**config.mk**
```make
export PLATFORM = sky130hd
export DESIGN_NAME = fifo_uart_tx
export DESIGN_NICKNAME = d
export VERILOG_FILES = /design/src/rtl/fifo_uart_tx.sv
export SDC_FILE = /design/constraint.sdc
export NUM_CORES = 1
export LEC_CHECK = 0
export CAP_MARGIN = 20
export CORE_MARGIN = 4
export CORE_UTILIZATION = 50
export CTS_BUF_LIST = sky130_fd_sc_hd__clkbuf_2
export DETAILED_ROUTE_END_ITERATION = 12
export GPL_TIMING_DRIVEN = 0
export PLACE_DENSITY = 0.72
export SLEW_MARGIN = 20
export SYNTH_ARGS = -nofsm -noshare
export SYNTH_HDL_FRONTEND = slang
export SYNTH_SLANG_ARGS = --single-unit
export TNS_END_PERCENT = 10
```
**constraint.sdc**
```tcl
create_clock -name clk -period 3.5 [get_ports clk]
set_input_delay 0.35 -clock clk [delete_from_list [all_inputs] [get_ports clk]]
set_output_delay 0.35 -clock clk [all_outputs]
set_load 0.02 [all_outputs]
```
**src/rtl/fifo_uart_tx.sv**
```systemverilog
// FIFO drain stage: pops bytes from an 8-deep FIFO and serialises them as
// 8N1 (or 8E1) UART frames; also keeps a sticky overflow flag and a frame counter.
module fifo_uart_tx #(
  parameter int unsigned CLKS_PER_BIT = 16,
  parameter bit          PARITY_EN    = 1'b0
) (
  input  logic        clk,
  input  logic        rst,
  input  logic        enable,
  input  logic        fifo_ready,
  input  logic [7:0]  fifo_data,
  input  logic        fifo_overflow,
  output logic        fifo_read,
  output logic        tx,
  output logic        busy,
  output logic        ovf_sticky,
  input  logic        ovf_clr,
  output logic [15:0] frame_count
);

  typedef enum logic [2:0] {
    S_IDLE,
    S_START,
    S_DATA,
    S_PARITY,
    S_STOP
  } state_e;

  localparam logic [15:0] BAUD_LAST = 16'(CLKS_PER_BIT - 1);

  state_e      state_q, state_d;
  logic [15:0] baud_q, baud_d;
  logic [2:0]  bit_q, bit_d;
  logic [7:0]  shift_q, shift_d;
  logic        parity_q, parity_d;
  logic        tx_q, tx_d;
  logic        busy_q, busy_d;
  logic        ovf_q, ovf_d;
  logic [15:0] frame_count_q, frame_count_d;

  logic last_baud;
  logic pop;

  assign last_baud = (baud_q == BAUD_LAST);
  assign pop = enable & fifo_ready &
               ((state_q == S_IDLE) | ((state_q == S_STOP) & last_baud));
  assign fifo_read = pop & ~rst;

  always_comb begin
    state_d       = state_q;
    baud_d        = last_baud ? '0 : baud_q + 16'd1;
    bit_d         = bit_q;
    shift_d       = shift_q;
    parity_d      = parity_q;
    frame_count_d = frame_count_q;

    case (state_q)
      S_IDLE: baud_d = '0;
      S_START: begin
        if (last_baud) begin
          state_d = S_DATA;
          bit_d   = '0;
        end
      end
      S_DATA: begin
        if (last_baud) begin
          shift_d = {1'b0, shift_q[7:1]};
          if (bit_q == 3'd7) begin
            state_d = PARITY_EN ? S_PARITY : S_STOP;
          end else begin
            bit_d = bit_q + 3'd1;
          end
        end
      end
      S_PARITY: begin
        if (last_baud) state_d = S_STOP;
      end
      S_STOP: begin
        if (last_baud) begin
          state_d       = S_IDLE;
          frame_count_d = frame_count_q + 16'd1;
        end
      end
      default: state_d = S_IDLE;
    endcase

    // A pop overrides the STOP->IDLE return, giving back-to-back frames.
    if (pop) begin
      state_d  = S_START;
      baud_d   = '0;
      bit_d    = '0;
      shift_d  = fifo_data;
      parity_d = ^fifo_data;
    end

    // tx/busy are registered from the next state so they line up with it.
    case (state_d)
      S_START:  tx_d = 1'b0;
      S_DATA:   tx_d = shift_d[0];
      S_PARITY: tx_d = parity_d;
      default:  tx_d = 1'b1;
    endcase
    busy_d = (state_d != S_IDLE);

    ovf_d = fifo_overflow | (ovf_q & ~ovf_clr);
  end

  always_ff @(posedge clk) begin
    if (rst) begin
      state_q       <= S_IDLE;
      baud_q        <= '0;
      bit_q         <= '0;
      shift_q       <= '0;
      parity_q      <= 1'b0;
      tx_q          <= 1'b1;
      busy_q        <= 1'b0;
      ovf_q         <= 1'b0;
      frame_count_q <= '0;
    end else begin
      state_q       <= state_d;
      baud_q        <= baud_d;
      bit_q         <= bit_d;
      shift_q       <= shift_d;
      parity_q      <= parity_d;
      tx_q          <= tx_d;
      busy_q        <= busy_d;
      ovf_q         <= ovf_d;
      frame_count_q <= frame_count_d;
    end
  end

  assign tx          = tx_q;
  assign busy        = busy_q;
  assign ovf_sticky  = ovf_q;
  assign frame_count = frame_count_q;

endmodule

```
Word-level counts from Yosys, hierarchy flattened
Index checks and enable logic that the tools add are counted.

Register bits after elaboration: 50. Bits in latches: 0. RAM bits: 0. ROM bits: 0. Input bits: 14. Logic and storage cells: 61. Memories kept: 0.

$add $sub $neg: 3. Multipliers: 0. Divide/modulo/power cells: 0. $lt $le $gt $ge: 0. Eq/ne operators: 12. Shift operators: 0. Multiplexer cells: 16. Bitwise logic cells: 9. Reductions and logical operators: 11.

Operator list (number): $add 16x1->16 const B (2); $mux 3 (9); $mux 8 (3); $eq 16x4->1 const B (1); $pmux 3 s5 (1); $eq 3x2->1 const B (4); $reduce_xor 8->1 (1); $eq 3x1->1 const B (2); $eq 3x3->1 const B (2); $ne 2x2->1 const B (3); $pmux 3 s2 (1); $reduce_bool 2->1 (3); $and 1x1->1 (5); $reduce_and 2->1 (2); $reduce_and 4->1 (1); $reduce_or 4->1 (1); $add 3x1->3 const B (1); $logic_not 3->1 (1); $pmux 1 s3 (1); $reduce_bool 3->1 (1); $not 1->1 (2); $or 1x1->1 (2); $reduce_or 2->1 (1); $mux 1 (1).

Longest topological paths before layout
Gate-level depths: netlist of the first run.

Word-level depth: 7. Depth in mapped cells: 9. Gate-level depth less buffers: 6.

Worst setup path after synthesis of the first run
OpenSTA, ideal clock, no wires.

Path type: reg-to-output. Start: register baud_q[5]. End: output port fifo_read. Arrival: 2294 ps. Data required time: 3150 ps. Slack: 856 ps. Cell stages (with the launch flop): 8. Buffers on the path: 3. Cells stage by stage: dfxtp_1 -> or4_4 -> or4_4 -> buf_6 -> a21o_1 -> buf_6 -> buf_6 -> nor2_1.

Longest elaborated chain between the ends: 5.

Ends and longest elaborated chain: start, declared (RTL line 32) `logic [15:0] baud_q, baud_d;`; start signal, assigned (RTL line 121) `baud_q <= baud_d;`; $eq 16x4->1 (RTL line 44) `assign last_baud = (baud_q == BAUD_LAST);`; $and 1x1->1 (RTL line 46) `((state_q == S_IDLE) | ((state_q == S_STOP) & last_baud));`; $or 1x1->1 (RTL line 46); $and 1x1->1 (RTL line 45) `assign pop = enable & fifo_ready &`; $and 1x1->1 (RTL line 47) `assign fifo_read = pop & ~rst;`; end, declared (RTL line 13) `output logic fifo_read,`.

No other way between the ends.

Final worst setup path of the first run
Ends and elaborated chain as after synthesis.

==> flow_summary.toml, run 1 <==
[sta]
timing_max_transition_violations_final = 0
timing.max_slew.rel_slack_pct = 52.0
fmax_ghz = 0.302
setup_violations = 0
rsz0062_at_grt = "no"
worst_pin_slew_ns = 0.719
final_report_hold_violation_count = 0
fin_tns_setup_ns = 0
finalCritPeriodShare_pct = 94.6
fin_crit_ns = 3.31
fin_worst_skew_ns = 0.0165

[floorplanning]
std_cell_rows = 25
number_of_ports_placed_on_the_die_boundary = 34
die_height_um = 78.5
initial_core_util_pct = 52.2
die_w_um = 78.5
die_outline_area_mm2 = 0.00616
core_area_mm2 = 0.00475

[synth]
synthesis.instances = 278
netlist.top_cell.by_area = "dfxtp_1"
postSynthAreaPerCell_um2 = 8.93
synth.top_cells.by_count = "50 x dfxtp_1, 40 x nor2_1, 20 x xnor2_1"
synth_flop_cell = "dfxtp_1"
yosys.area.top_type_share_pct = 40.3
post_synth_instance_area_mm2 = 0.00248
synth_most_common_cell = "dfxtp_1"
async_reset_ff_share_pct = 0
synth.area.top_cells = "dfxtp_1 40%, xnor2_1 7.1%, nor2_1 6.0%, mux2i_1 3.6%, a211oi_2 3.5%"
syn-num-nets = 296
synth_cell_types = 37
share_of_synthesized_area_occupied_by_flip_flops_and_latches_pct = 40.3
yosys_register_bits = 50
synth_enable_flop_cells = 0
yosysWarningCount = 0

[clocking]
cts_max_path_buffers = 2
cts-root-buf = "clkbuf_2"
cts.sink_count = 50
cts_post_setup_buffers_inserted = 0
worstSkewPairLatency_ns = 0.43
clk_pin_slew_worst_paths_ns = 0.21
cts_made_buffers = 5
h_tree_levels = 2
clock_tree_from_tritoncts = "built"

[routing]
post-route-drc-count = 0
1st_iter_drt_viols = 97
viasPerCell = 5.35
detail_route.first_pass.iterations = 4
wl_per_cell_um = 13.0
detail_route.wirelength_um = 4990
via_count = 2058
detail-route-antenna-nets = 0

[global_route]
grt_pass1_wl_um = 8710
overflow = 0
groute.usage.overall_pct = 17.5
vias_in_the_first_global_route = 1988
grt_antenna_before_repair = 0
grt_max_degree = 15

[power_and_ir_drop]
peakVddDrop_v = 0.000167
power.leakage_uw = 0.000917
power-per-cell-area_mw_per_mm2 = 309

[setup_path]
critical_path.startpoint_type = "register"
path_class = "reg2out"
worst-endpoint-required_ns = 3.15
worst-path-max-fanout = 10
setup.worst_path.end_class = "primary output"
worstPathArrival_ns = 2.96

[layout]
areaGrowthSynthToFinish_pct = 17.8
layout.cell_area.non_filler_mm2 = 0.00293
filler_cell_count = 442
final_layout_size_suffix_gt1_share_pct = 9.43
antenna_cells_inserted = 0
nNetsFinal = 335

[hold_path]
timing.hold.worst.class = "in2reg"

[placed_design]
place.detailed.hpwl_um = 3700
portBuffers = 32
placement.cell_area_mm2 = 0.00289
globalplace.congestion = 0.808

[run_status]
status = "finished, final reports clean"

[job]
max_cap_viol_count = 0
layout make-up:
| cell class | instances | area (um2) | share of cell area (%) |
|---|---|---|---|
| plain buffers | 12 | 76.3 | 2.61 |
| clock buffers | 6 | 30.0 | 1.03 |
| clock inverters | 2 | 8.76 | 0.299 |
| inverters | 7 | 26.3 | 0.898 |
| multi-input cells | 209 | 1380 | 47.2 |
| flip-flops and latches | 50 | 1000 | 34.2 |
| well taps | 67 | 83.8 | 2.86 |
| repair buffers | 32 | 320 | 10.9 |
flip-flops by register name, summed over array words and instances, names as in the netlist:
register and cells:
baud_q 16, frame_count 16, shift_q 8, bit_q 3, state_q 3, busy 1, ovf_sticky 1, parity_q 1
tx 1
repair_timing:
action                     CTS  global route
hold buffers                 0             0
setup endpoints to repair    1             1
pin swaps                    0             0
resized for setup            1             1
critical path, stage by stage, from the launching register on:
cell and delay [ns]:
dfxtp_1 0.39, or4_4 0.58, or4_4 0.55, buf_6 0.17, a21o_1 0.19, buf_6 0.13
buf_6 0.14, nor2_1 0.08, clkdlybuf4s15_1 0.30
power by group:
part / internal (uW) / switching (uW)
combinational: 45.0 / 47.2
sequential: 582 / 5.47
clock: 49.1 / 176
through the flow:
stage,utilization (%),power [uW],worst slack [ns],cells,hold slack [ns]
floorplan,-,658,0.856,278,0.430
global placement,60.7,691,0.374,377,0.449
detailed placement,60.7,692,0.360,377,0.457
CTS,61.5,915,0.116,385,0.324
global route,61.6,950,0.000782,385,0.330
finish,61.6,905,0.190,385,0.352
routing by layer:
metal	GRT usage, %	vias to the layer above	share of wire [%]	wire (um)
li1	-	1068	-	-
met1	21.6	947	48	2390
met2	29.5	36	47	2320
met3	3.78	7	4.0	199
met4	6.99	0	1.5	73
met5	0	-	0	0
cell usage in the layout (no fill, tap or decap), types with 9 or more instances in the layout:
cell type | netlist | layout
nand3_1 | 12 | 12
dfxtp_1 | 50 | 50
xnor2_1 | 20 | 20
o21ai_0 | 12 | 12
mux2i_1 | 9 | 9
a21oi_1 | 14 | 14
nand4_1 | 9 | 9
nand2_1 | 18 | 18
nor2_1 | 40 | 40
xor2_1 | 9 | 9
clkdlybuf4s50_1 | 0 | 31
worst paths after layout:
check | slack, ns | endpoint | depth (start not counted) | startpoint
setup reg to reg | 1.04 | frame_count[10] | 5 | baud_q[5]
setup / recovery | 0.19 | fifo_read | 8 | baud_q[5]
hold reg to reg | 0.48 | bit_q[1] | 2 | bit_q[1]
hold / removal | 0.35 | state_q[0] | 2 | rst
cells by family after synthesis:
group                    count (synthesis)  share of synthesized area (%)
AND/OR/NAND/NOR                        124                           27.7
flip-flops                              50                           40.3
AO/OA/AOI/OAI                           43                           12.0
XOR/XNOR                                29                           10.2
buffers and inverters                   19                           4.13
multiplexers                             9                           3.63
adder cells (fa/ha/maj)                  4                           2.02
Power figures use the tool's default switching activity.
==> run 2, diff against run 1 <==
--- a/config.mk
+++ b/config.mk
@@ -11,6 +11,8 @@
 export CTS_BUF_LIST = sky130_fd_sc_hd__clkbuf_2
 export DETAILED_ROUTE_END_ITERATION = 12
+export DONT_BUFFER_PORTS = 1
 export GPL_TIMING_DRIVEN = 0
-export PLACE_DENSITY = 0.72
+export PLACE_DENSITY = 0.63
+export SETUP_SLACK_MARGIN = 0.3
 export SLEW_MARGIN = 20
 export SYNTH_ARGS = -nofsm -noshare
==> constraint.sdc (replaced) <==
create_clock -name clk -period 3.5 [get_ports clk]
set_input_delay 0.35 -clock clk [delete_from_list [all_inputs] [get_ports clk]]
set_output_delay 0.35 -clock clk [all_outputs]
set_load 0.005 [all_outputs]
==> flow_summary.toml, run 2 (synthesis gave the netlist of run 1 again) <==
[run_status]
status = "finished, final reports clean"

[global_route]
grt_antenna_before_repair = 0
grt_pass1_wl_um = 8720
groute.usage.overall_pct = 17.5
overflow = 0
vias_in_the_first_global_route = 1889
grt_max_degree = 15

[sta]
finalCritPeriodShare_pct = 86.5
final_report_hold_violation_count = 0
timing_max_transition_violations_final = 0
fmax_ghz = 0.330
rsz0062_at_grt = "no"
fin_tns_setup_ns = 0
worst_pin_slew_ns = 0.684
fin_crit_ns = 3.03
setup_violations = 0
timing.max_slew.rel_slack_pct = 54.3
fin_worst_skew_ns = 0.0276

[floorplanning]
core_area_mm2 = 0.00475
die_w_um = 78.5
die_outline_area_mm2 = 0.00616
die_height_um = 78.5
initial_core_util_pct = 52.2
std_cell_rows = 25
number_of_ports_placed_on_the_die_boundary = 34

[layout]
ff_latch_area_mm2 = 0.00100
final_layout_size_suffix_gt1_share_pct = 10.5
final_cell_mix = "50 x dfxtp_1, 40 x nor2_1, 20 x xnor2_1"
layout.cell_area.non_filler_mm2 = 0.00261
final_core_util_pct = 54.8
multiInputGateArea_mm2 = 0.00138
nNetsFinal = 303
areaGrowthSynthToFinish_pct = 4.94
antenna_cells_inserted = 0
filler_cell_count = 474
layout_commonest_cell = "dfxtp_1"

[routing]
wl_per_cell_um = 13.8
viasPerCell = 5.39
via_count = 1903
1st_iter_drt_viols = 65
detail_route.wirelength_um = 4890
detail-route-antenna-nets = 0
detail_route.first_pass.iterations = 4
post-route-drc-count = 0

[power_and_ir_drop]
peakVddDrop_v = 0.000219
power-per-cell-area_mw_per_mm2 = 338
power.leakage_uw = 0.000799

[setup_path]
setup.worst_path.end_class = "primary output"
path_cells = "or4_4 > or4_4 > buf_6 > a21o_1 > buf_6 > buf_6 > nor2_1"
worstPathArrival_ns = 2.68
worst-endpoint-required_ns = 3.15
critical-path-max-stage-delay_ns = 0.58
critical_path.startpoint_type = "register"
worst_path_max_delay_cell = "or4_4"
worst-path-max-fanout = 10
worst_path_most_repeated_cell = "buf_6"
path_class = "reg2out"

[job]
max_cap_viol_count = 0

[clocking]
cts_made_buffers = 5
h_tree_levels = 2
worstSkewPairLatency_ns = 0.42
cts.hold.buffers_added = 0
cts.sink_count = 50
clock_tree_from_tritoncts = "built"
clk_pin_slew_worst_paths_ns = 0.26
cts-resized-gates = 0
cts_max_path_buffers = 2
cts_post_setup_buffers_inserted = 0
cts-root-buf = "clkbuf_2"

[placed_design]
globalplace.congestion = 0.777
portBuffers = 0
place.detailed.hpwl_um = 3550
placement.cell_area_mm2 = 0.00257

[hold_path]
timing.hold.worst.class = "in2reg"
run 2: changes by cell type in the layout (fill, tap and decap cells not counted):
cell and delta:
clkdlybuf4s50_1 -31, clkdlybuf4s15_1 -1
run 2: critical path, delay by kind of cell (launching register included):
| kind | cells | cell delay (ns) |
|---|---|---|
| flops | 1 | 0.40 |
| buf+inv | 3 | 0.43 |
| compound gates | 1 | 0.19 |
| simple gates | 3 | 1.25 |
run 2: final cells by class:
cell class	count	area share, %
multi-input cells	209	53.0
flip-flops and latches	50	38.4
well taps	67	3.22
plain buffers	12	2.93
clock buffers	6	1.15
inverters	7	1.01
clock inverters	2	0.336
run 2: layer usage:
metal / part of all wire [%] / GRT usage [%] / up-vias / wire length [um]
met4: 1.2 / 5.24 / 0 / 57
met1: 48 / 22.3 / 858 / 2350
met2: 44 / 27.7 / 41 / 2160
li1: - / - / 999 / -
met5: 0 / 0 / - / 0
met3: 6.6 / 6.08 / 5 / 325
run 2: path summary, 6_finish.rpt:
check | start | to | cells after the start | slack (ns)
worst max-delay path | baud_q[5] | fifo_read | 7 | 0.47
worst min-delay path | fifo_data[7] | shift_q[7] | 2 | 0.04
worst max register to register | baud_q[5] | baud_q[5] | 6 | 1.02
worst min register to register | bit_q[1] | bit_q[1] | 2 | 0.49
run 2: power by group:
group / internal, uW / switching, uW
logic: 29.1 / 39.4
clock network: 49.2 / 175
registers: 582 / 5.97
run 2: stage by stage:
step	hold slack, ns	cells	power [uW]	setup WS (ns)
2_1_floorplan	0.430	278	655	1.04
3_3_place_gp	0.450	345	668	0.931
3_5_place_dp	0.456	345	669	0.934
4_1_cts	0.0103	353	895	0.425
5_1_grt	0.0169	353	923	0.345
6_report	0.0389	353	881	0.471
